`src/rtl/sr_pq_sched.sv`:
```
// Round-robin push arbiter and registered min-key drain stage in front of one sr_pq; optional stats via PQ_SCHED_STATS_EN.
// Latency: grant is combinational; a push accepted at edge t is earliest on out_valid after edge t+1.
// Backpressure: pq_full withholds all grants; out_valid & !out_ready holds out_kv and stops pops.
module sr_pq_sched #(
    parameter int NREQ = 4,
    parameter int KW   = 4,
    parameter int VW   = 4,
    parameter int CW   = 16
) (
    input  logic                       clk,
    input  logic                       rst,
    input  logic [NREQ-1:0]            req_valid,
    input  logic [NREQ*(KW+VW)-1:0]    req_kv,
    output logic [NREQ-1:0]            req_ready,
    output logic                       out_valid,
    input  logic                       out_ready,
    output logic [KW+VW-1:0]           out_kv,
    input  logic                       flush,
    output logic                       flush_done,
    output logic                       busy,
    output logic                       pq_push,
    output logic                       pq_pop,
    output logic [KW+VW-1:0]           pq_kvi,
    input  logic [KW+VW-1:0]           pq_kvo,
    input  logic                       pq_full,
    input  logic                       pq_empty
`ifdef PQ_SCHED_STATS_EN
    ,
    output logic [CW-1:0]              stat_push,
    output logic [CW-1:0]              stat_pop,
    output logic [CW-1:0]              stat_full_stall
`endif
);

    localparam int EW = KW + VW;
    localparam int PW = $clog2(NREQ);

    if (NREQ < 2 || CW < 1) begin : g_param_chk
        $error("sr_pq_sched: NREQ must be >= 2 and CW >= 1");
    end

    typedef enum logic {
        RUN   = 1'b0,
        DRAIN = 1'b1
    } state_t;

    state_t        state;
    state_t        state_nxt;
    logic [PW-1:0] rr_ptr;
    logic [PW-1:0] grant_idx;
    logic          grant_any;
    logic          arb_en;
    int            idx;

    // A flush in RUN also blocks the grant so nothing lands in a PQ about to be drained.
    assign arb_en = !rst && (state == RUN) && !flush && !pq_full;

    always_comb begin
        grant_any = 1'b0;
        grant_idx = rr_ptr;
        idx       = 0;
        if (arb_en) begin
            for (int k = 1; k <= NREQ; k++) begin
                idx = int'(rr_ptr) + k;
                if (idx >= NREQ) begin
                    idx = idx - NREQ;
                end
                if (!grant_any && req_valid[PW'(idx)]) begin
                    grant_any = 1'b1;
                    grant_idx = PW'(idx);
                end
            end
        end
    end

    always_comb begin
        req_ready = '0;
        pq_kvi    = '0;
        for (int i = 0; i < NREQ; i++) begin
            if (grant_any && (grant_idx == PW'(i))) begin
                req_ready[i] = 1'b1;
                pq_kvi       = req_kv[i*EW +: EW];
            end
        end
    end

    assign pq_push = grant_any;

    always_comb begin
        pq_pop = 1'b0;
        if (!rst) begin
            if (state == RUN) begin
                pq_pop = !pq_empty && (!out_valid || out_ready);
            end else begin
                pq_pop = !pq_empty;
            end
        end
    end

    always_comb begin
        state_nxt = state;
        case (state)
            RUN:     if (flush) state_nxt = DRAIN;
            DRAIN:   if (pq_empty) state_nxt = RUN;
            default: state_nxt = RUN;
        endcase
    end

    always_ff @(posedge clk) begin
        if (rst) begin
            state <= RUN;
        end else begin
            state <= state_nxt;
        end
    end

    always_ff @(posedge clk) begin
        if (rst) begin
            rr_ptr     <= PW'(NREQ - 1);
            out_valid  <= 1'b0;
            out_kv     <= '0;
            flush_done <= 1'b0;
        end else begin
            flush_done <= (state == DRAIN) && pq_empty;
            if (grant_any) begin
                rr_ptr <= grant_idx;
            end
            if (state == RUN) begin
                if (pq_pop) begin
                    out_kv    <= pq_kvo;
                    out_valid <= 1'b1;
                end else if (out_valid && out_ready) begin
                    out_valid <= 1'b0;
                end
                if (flush) begin
                    out_valid <= 1'b0;
                end
            end
        end
    end

    assign busy = !pq_empty || out_valid || (state == DRAIN);

`ifdef PQ_SCHED_STATS_EN
    localparam logic [CW-1:0] CMAX = '1;

    always_ff @(posedge clk) begin
        if (rst) begin
            stat_push       <= '0;
            stat_pop        <= '0;
            stat_full_stall <= '0;
        end else begin
            if (pq_push && stat_push != CMAX) begin
                stat_push <= stat_push + CW'(1);
            end
            if (pq_pop && (state == RUN) && stat_pop != CMAX) begin
                stat_pop <= stat_pop + CW'(1);
            end
            if ((state == RUN) && (|req_valid) && pq_full && stat_full_stall != CMAX) begin
                stat_full_stall <= stat_full_stall + CW'(1);
            end
        end
    end
`endif

endmodule

```
`config.mk`:
```
export PLATFORM = sky130hd
export DESIGN_NAME = sr_pq_sched
export DESIGN_NICKNAME = d
export VERILOG_FILES = /design/src/rtl/sr_pq_sched.sv
export SDC_FILE = /design/constraint.sdc
export NUM_CORES = 1
export LEC_CHECK = 0
export BUFFER_PORTS_ARGS = -buffer_cell sky130_fd_sc_hd__buf_2
export CAP_MARGIN = 10
export CORE_MARGIN = 2
export CORE_UTILIZATION = 35
export DETAILED_ROUTE_END_ITERATION = 10
export PLACE_DENSITY = 0.75
export SLEW_MARGIN = 30
export SYNTH_ARGS = -nofsm -noshare
export SYNTH_HDL_FRONTEND = slang
export SYNTH_SLANG_ARGS = --single-unit
```
`constraint.sdc`:
```
create_clock -name clk -period 3.3 [get_ports clk]
set_input_delay 0.99 -clock clk [delete_from_list [all_inputs] [get_ports clk]]
set_output_delay 0.99 -clock clk [all_outputs]
set_load 0.05 [all_outputs]
```
## Word-level counts from Yosys, hierarchy flattened

Cells that the tools add are included.

| storage, ports and cells | value |
|---|---|
| bits of input ports | 50 |
| register bits after elaboration | 13 |

| cells by class | value |
|---|---|
| muxes and demuxes | 49 |
| $add $sub $neg | 8 |
| equal/unequal tests | 3 |
| reductions and logical operators | 28 |
| bitwise operators | 1 |
| magnitude comparators | 8 |

Operator list:

| operator | number |
|---|---|
| 8-bit 2-to-1 mux | 4 |
| 1-bit 2-to-1 mux | 27 |
| 2-bit 2-to-1 mux | 13 |
| 2-bit by 4-bit < comparator with 1-bit output (second input constant) | 4 |
| 1-bit logical AND | 13 |
| 3-bit greater-or-equal comparator (second input constant) | 3 |
| 1-bit binary-select mux with 2-bit select | 4 |
| 1-bit zero test | 8 |
| 2-bit by 1-bit subtractor with 2-bit output (second input constant) | 4 |
| 2-bit by 2-bit adder with 3-bit output (second input constant) | 2 |
| 2-bit by 3-bit adder with 4-bit output (second input constant) | 1 |
| 2-bit equality test (second input constant) | 2 |
| 4-bit by 3-bit greater-or-equal comparator with 1-bit output (second input constant) | 1 |
| 2-bit AND reduction | 2 |
| 2-bit by 1-bit adder with 3-bit output (second input constant) | 1 |
| 1-bit logical OR | 3 |
| 3-bit nonzero test | 1 |
| 2-bit by 1-bit equality test with 1-bit output (second input constant) | 1 |
| 2-bit zero test | 1 |
| 1-bit case mux with 2 select lines | 1 |
| 1-bit inverter | 1 |

## Longest topological paths before layout

| depth | value |
|---|---|
| word-level depth | 28 |
| depth in mapped cells | 8 |

## Least setup slack after synthesis

No wires, ideal clock.

| timing | value |
|---|---|
| path kind | input-to-output |
| start | input port flush |
| end | output port pq_kvi[0] |
| slack | -751 ps |
| data arrival time | 3061 ps |
| cell stages on the path | 7 |
| path through | or4_4 > a21o_2 > inv_2 > o311a_1 > buf_2 > a32oi_1 > o21ai_1 |

RTL lines:

| item | RTL line | text |
|---|---|---|
| start, declared | 18 | `input logic flush,` |
| 1-bit zero test (*) | 56 | `assign arb_en = !rst && (state == RUN) && !flush && !pq_full;` |
| 1-bit logical AND (*) (2 in series) | 56 |  |
| 1-bit 2-to-1 mux (*) | 62 | `if (arb_en) begin` |
| via pq_push | 21 | `output logic pq_push,` |
| 1-bit logical AND | 80 | `if (grant_any && (grant_idx == PW'(i))) begin` |
| 8-bit 2-to-1 mux (3 in series) | 80 |  |
| 8-bit 2-to-1 mux (*) | 80 |  |
| end, declared | 23 | `output logic [KW+VW-1:0] pq_kvi,` |

Mark *: on every way through the listed nets, which the timed path passes. The rest lies on a longest branch.

## Worst setup path in the final report

| timing | value |
|---|---|
| start | input port rst |
| end | output port pq_kvi[1] |

| on the way | value |
|---|---|
| cells in the longest elaborated chain, start to end | 11 |

RTL lines:

| item | RTL line | text |
|---|---|---|
| start, declared | 11 | `input logic rst,` |
| 1-bit zero test (*) | n/a |  |
| 1-bit logical AND (*) (3 in series) | 56 |  |
| 2-bit 2-to-1 mux | 62 |  |
| 2-bit zero test | 80 |  |
| 1-bit logical AND | 80 |  |
| 8-bit 2-to-1 mux (3 in series) | 80 |  |
| 8-bit 2-to-1 mux (*) | 80 |  |

Mark *: on every way between the ends. The rest lies on a longest branch, timed or not.

==> impl_results.md <==
* CP max FO at 4
* CTS Buf Count at 3
* Outcome: complete, but fails checks
* Cells after Synth at 114
* Top cell type's share of synthesized area at 0.281
* GPL Wtd Cong at 0.835
* Synth Warn # at 0
* Switching pwr at 0.197 mW
* Failing checks: setup timing
* Grt ovf at 0
* Max-cap check violation count at 0
* Crit path DAT at 2.86 ns
* Routed wire length per instance at 21.4 um
* Top cells by area, synth: dfxtp_1 (28%), mux2i_1 (17%), a32oi_1 (7.6%)
* Sequential share of power at 0.341
* Slew Viols, Final at 0
* CTS tree: done
* Port bufs at 74
* Largest net degree at the start of global routing at 15
* Syn_area_per_cell at 8.13 um2
* DR iter-0 viols at 65
* Cells on worst reg2reg path at 9
* Fmax achieved at 260 MHz
* Crit. path cell count at 11
* Final Power at 0.507 mW
* Share of cells above drive strength 1 at 0.673
* Final worst setup slack at -0.547 ns
* Post-route DRC at 0
* CP max stage delay at 0.54 ns
* Fin crit period at 3.85 ns
* Leakage power at 0.950 nW
* Peak VDD IR at 0.000260 V
* Vias post-DR at 1481
* Rows at 18
* Drt pass-1 iters at 4
* Deepest clock path buffer count at 2
* Setup violators final at 13
* Initial antenna violation count at 0
* Overall Global Routing Usage at 0.277
* Skew-Pair Late Insertion Delay at 0.27 ns
* Dpl ws at -0.590 ns
* # IOs at 75
* Bufs and invs on worst path at 6
* Clock Tree Root: clkbuf_4
* Ys async rst share at 0
* Detailed-placement wirelength estimate at 2.61 mm
* Clock Sinks at 13
* Hold Vio Cnt, Final at 0
* Crit path launch type: primary input
* Leading area contributor after synthesis: dfxtp_1
* Switching share of power at 0.389
* Clock power share at 0.190
* Tightest Pin Transition at 0.428 ns
* Crit path top cell by count: buf_12
* Hold Path Depth at 2
* Synthesized cell area at 927 um2
* Cell Int Power at 0.310 mW
* Vias per cell at 5.85
* Part of the cycle the worst path needs at 1.17
* Final Skew at 0.00453 ns
* P per Cell Area at 230 mW/mm2
* RSZ-0062 raised after global routing: yes
* Post-synth top flop: dfxtp_1
* Vias in the first global route at 1398
* Die Area at 0.00308 mm2
* Synth cell types at 34
* Hold Path Class: register to register
* Register bit total from synthesis at 13
* Synth-to-layout area growth at 138%
* Initial Utilization at 0.371
* Final design utilization at 0.884
* Critical path's top delay family: buffers and inverters
* Layout Nets at 274
* Die Y-Extent at 55.5 um
* Net Count, Synth at 164
* Reg2reg setup slack at 1.17 ns
* Comb power frac at 0.469
* WP data required at 2.31 ns
* Post-synth EDFFs at 0
* Critical Path Sink Type: primary output
* Routed WL at 5.42 mm
* Hold bufs inserted after CTS at 0
* Clock transition at the registers of the reported paths at 0.08 ns
* Core area at 0.00250 mm2
* Crit path max-delay cell type: or4_4
* H-tree lvl count at 1
* Worst-path cell chain: buf_2, or4_4, buf_4, a21o_4, inv_8, o311a_4, buf_12, buf_12, a32oi_2, o21ai_4, buf_6
* Slew margin rel. at 0.715
* Antenna viol nets, final at 0
* Diode count at 0
* Seq/Total Area, Yosys at 0.281
* CP Class: primary input to primary output
* First-pass GRT wire length at 6.69 mm
* Die X at 55.5 um
[cell usage in the layout, fill, tap and decap left out, types with 2 or more instances in the layout]
cell type   n
nand2_4     2
mux2i_1    16
o21ai_4     9
o21ai_0     4
nand2_1     5
buf_8       3
buf_2      60
nand2b_1    4
dfxtp_1    13
a21oi_1     5
nor2_1     16
a32oi_4     7
clkbuf_4    3
mux2_4      2
a21oi_4     2
buf_12      9
buf_6      13
buf_4      25
[per-stage QoR]
step / hold WS [ns] / std cells / instance area (um2) / TNS, ns
CTS: 0.502 / 247 / 2050 / -4.61
finish: 0.503 / 253 / 2210 / -5.92
detailed placement: 0.484 / 234 / 1700 / -6.17
floorplan: 0.544 / 114 / 1160 / -1.92
global placement: 0.470 / 234 / 1700 / -5.55
global route: 0.536 / 253 / 2210 / -6.12
[what timing repair did]
item,in CTS,in global routing
setup buffers,9,6
resized for setup,42,23
setup endpoints to repair,12,13
pin swaps,11,6
gates cloned,2,0
[sequential cells by signal (all words and copies together), names as in the netlist]
name / flops
out_kv: 8
rr_ptr: 2
flush_done: 1
out_valid: 1
state: 1
[cell type report]
type / count / area, um2
sequential: 13 / 260
inverter: 2 / 15.0
multi-input combinational: 94 / 1010
tap: 30 / 37.5
clock buffer: 4 / 26.3
timing repair buffer: 110 / 860
fill: 117 / 290
[power groups by stage]
stage          sequential (mW)  clock (mW)  combinational [mW]
4_1_cts                  0.172      0.0978               0.212
3_5_place_dp             0.175           0               0.182
3_3_place_gp             0.174           0               0.177
6_report                 0.173      0.0965               0.238
2_1_floorplan            0.191           0              0.0951
5_1_grt                  0.174       0.105               0.248
[worst paths after layout]
check	startpoint	endpoint
hold reg to reg	out_kv[5]	out_kv[5]
setup / recovery	rst	pq_kvi[1]
setup reg to reg	state	rr_ptr[1]
hold / removal	out_kv[5]	out_kv[5]
[logic make-up after synthesis]
kind of cell | Yosys count | share of synthesized area
DFF | 13 | 0.281
AOI/OAI and AO/OA | 39 | 0.292
muxes | 17 | 0.189
and+or+nand+nor | 36 | 0.189
buffers and inverters | 9 | 0.0499
[cell usage after synthesis, types with 2 or more instances]
cell and number:
dfxtp_1 13, a32oi_1 8, o21ai_1 8, a211oi_1 2, a21oi_1 6, nor3_1 2
nand2_1 6, buf_2 3, nand2b_1 5, mux2i_1 16, o21ai_0 5, clkbuf_1 2
nor2_1 17
[tightest hold or removal path, cell delays in order (launching register included)]
cell	delay (ns)
dfxtp_1	0.33
mux2i_1	0.06
nor2_1	0.08
[routing by layer]
| metal | vias to the layer above | part of all wire | track usage |
|---|---|---|---|
| li1 | 648 | - | - |
| met1 | 720 | 0.37 | 0.281 |
| met2 | 91 | 0.53 | 0.554 |
| met3 | 22 | 0.062 | 0.0304 |
| met4 | 0 | 0.035 | 0.118 |
| met5 | - | 0 | 0 |
(Power assumes the default switching activity.)
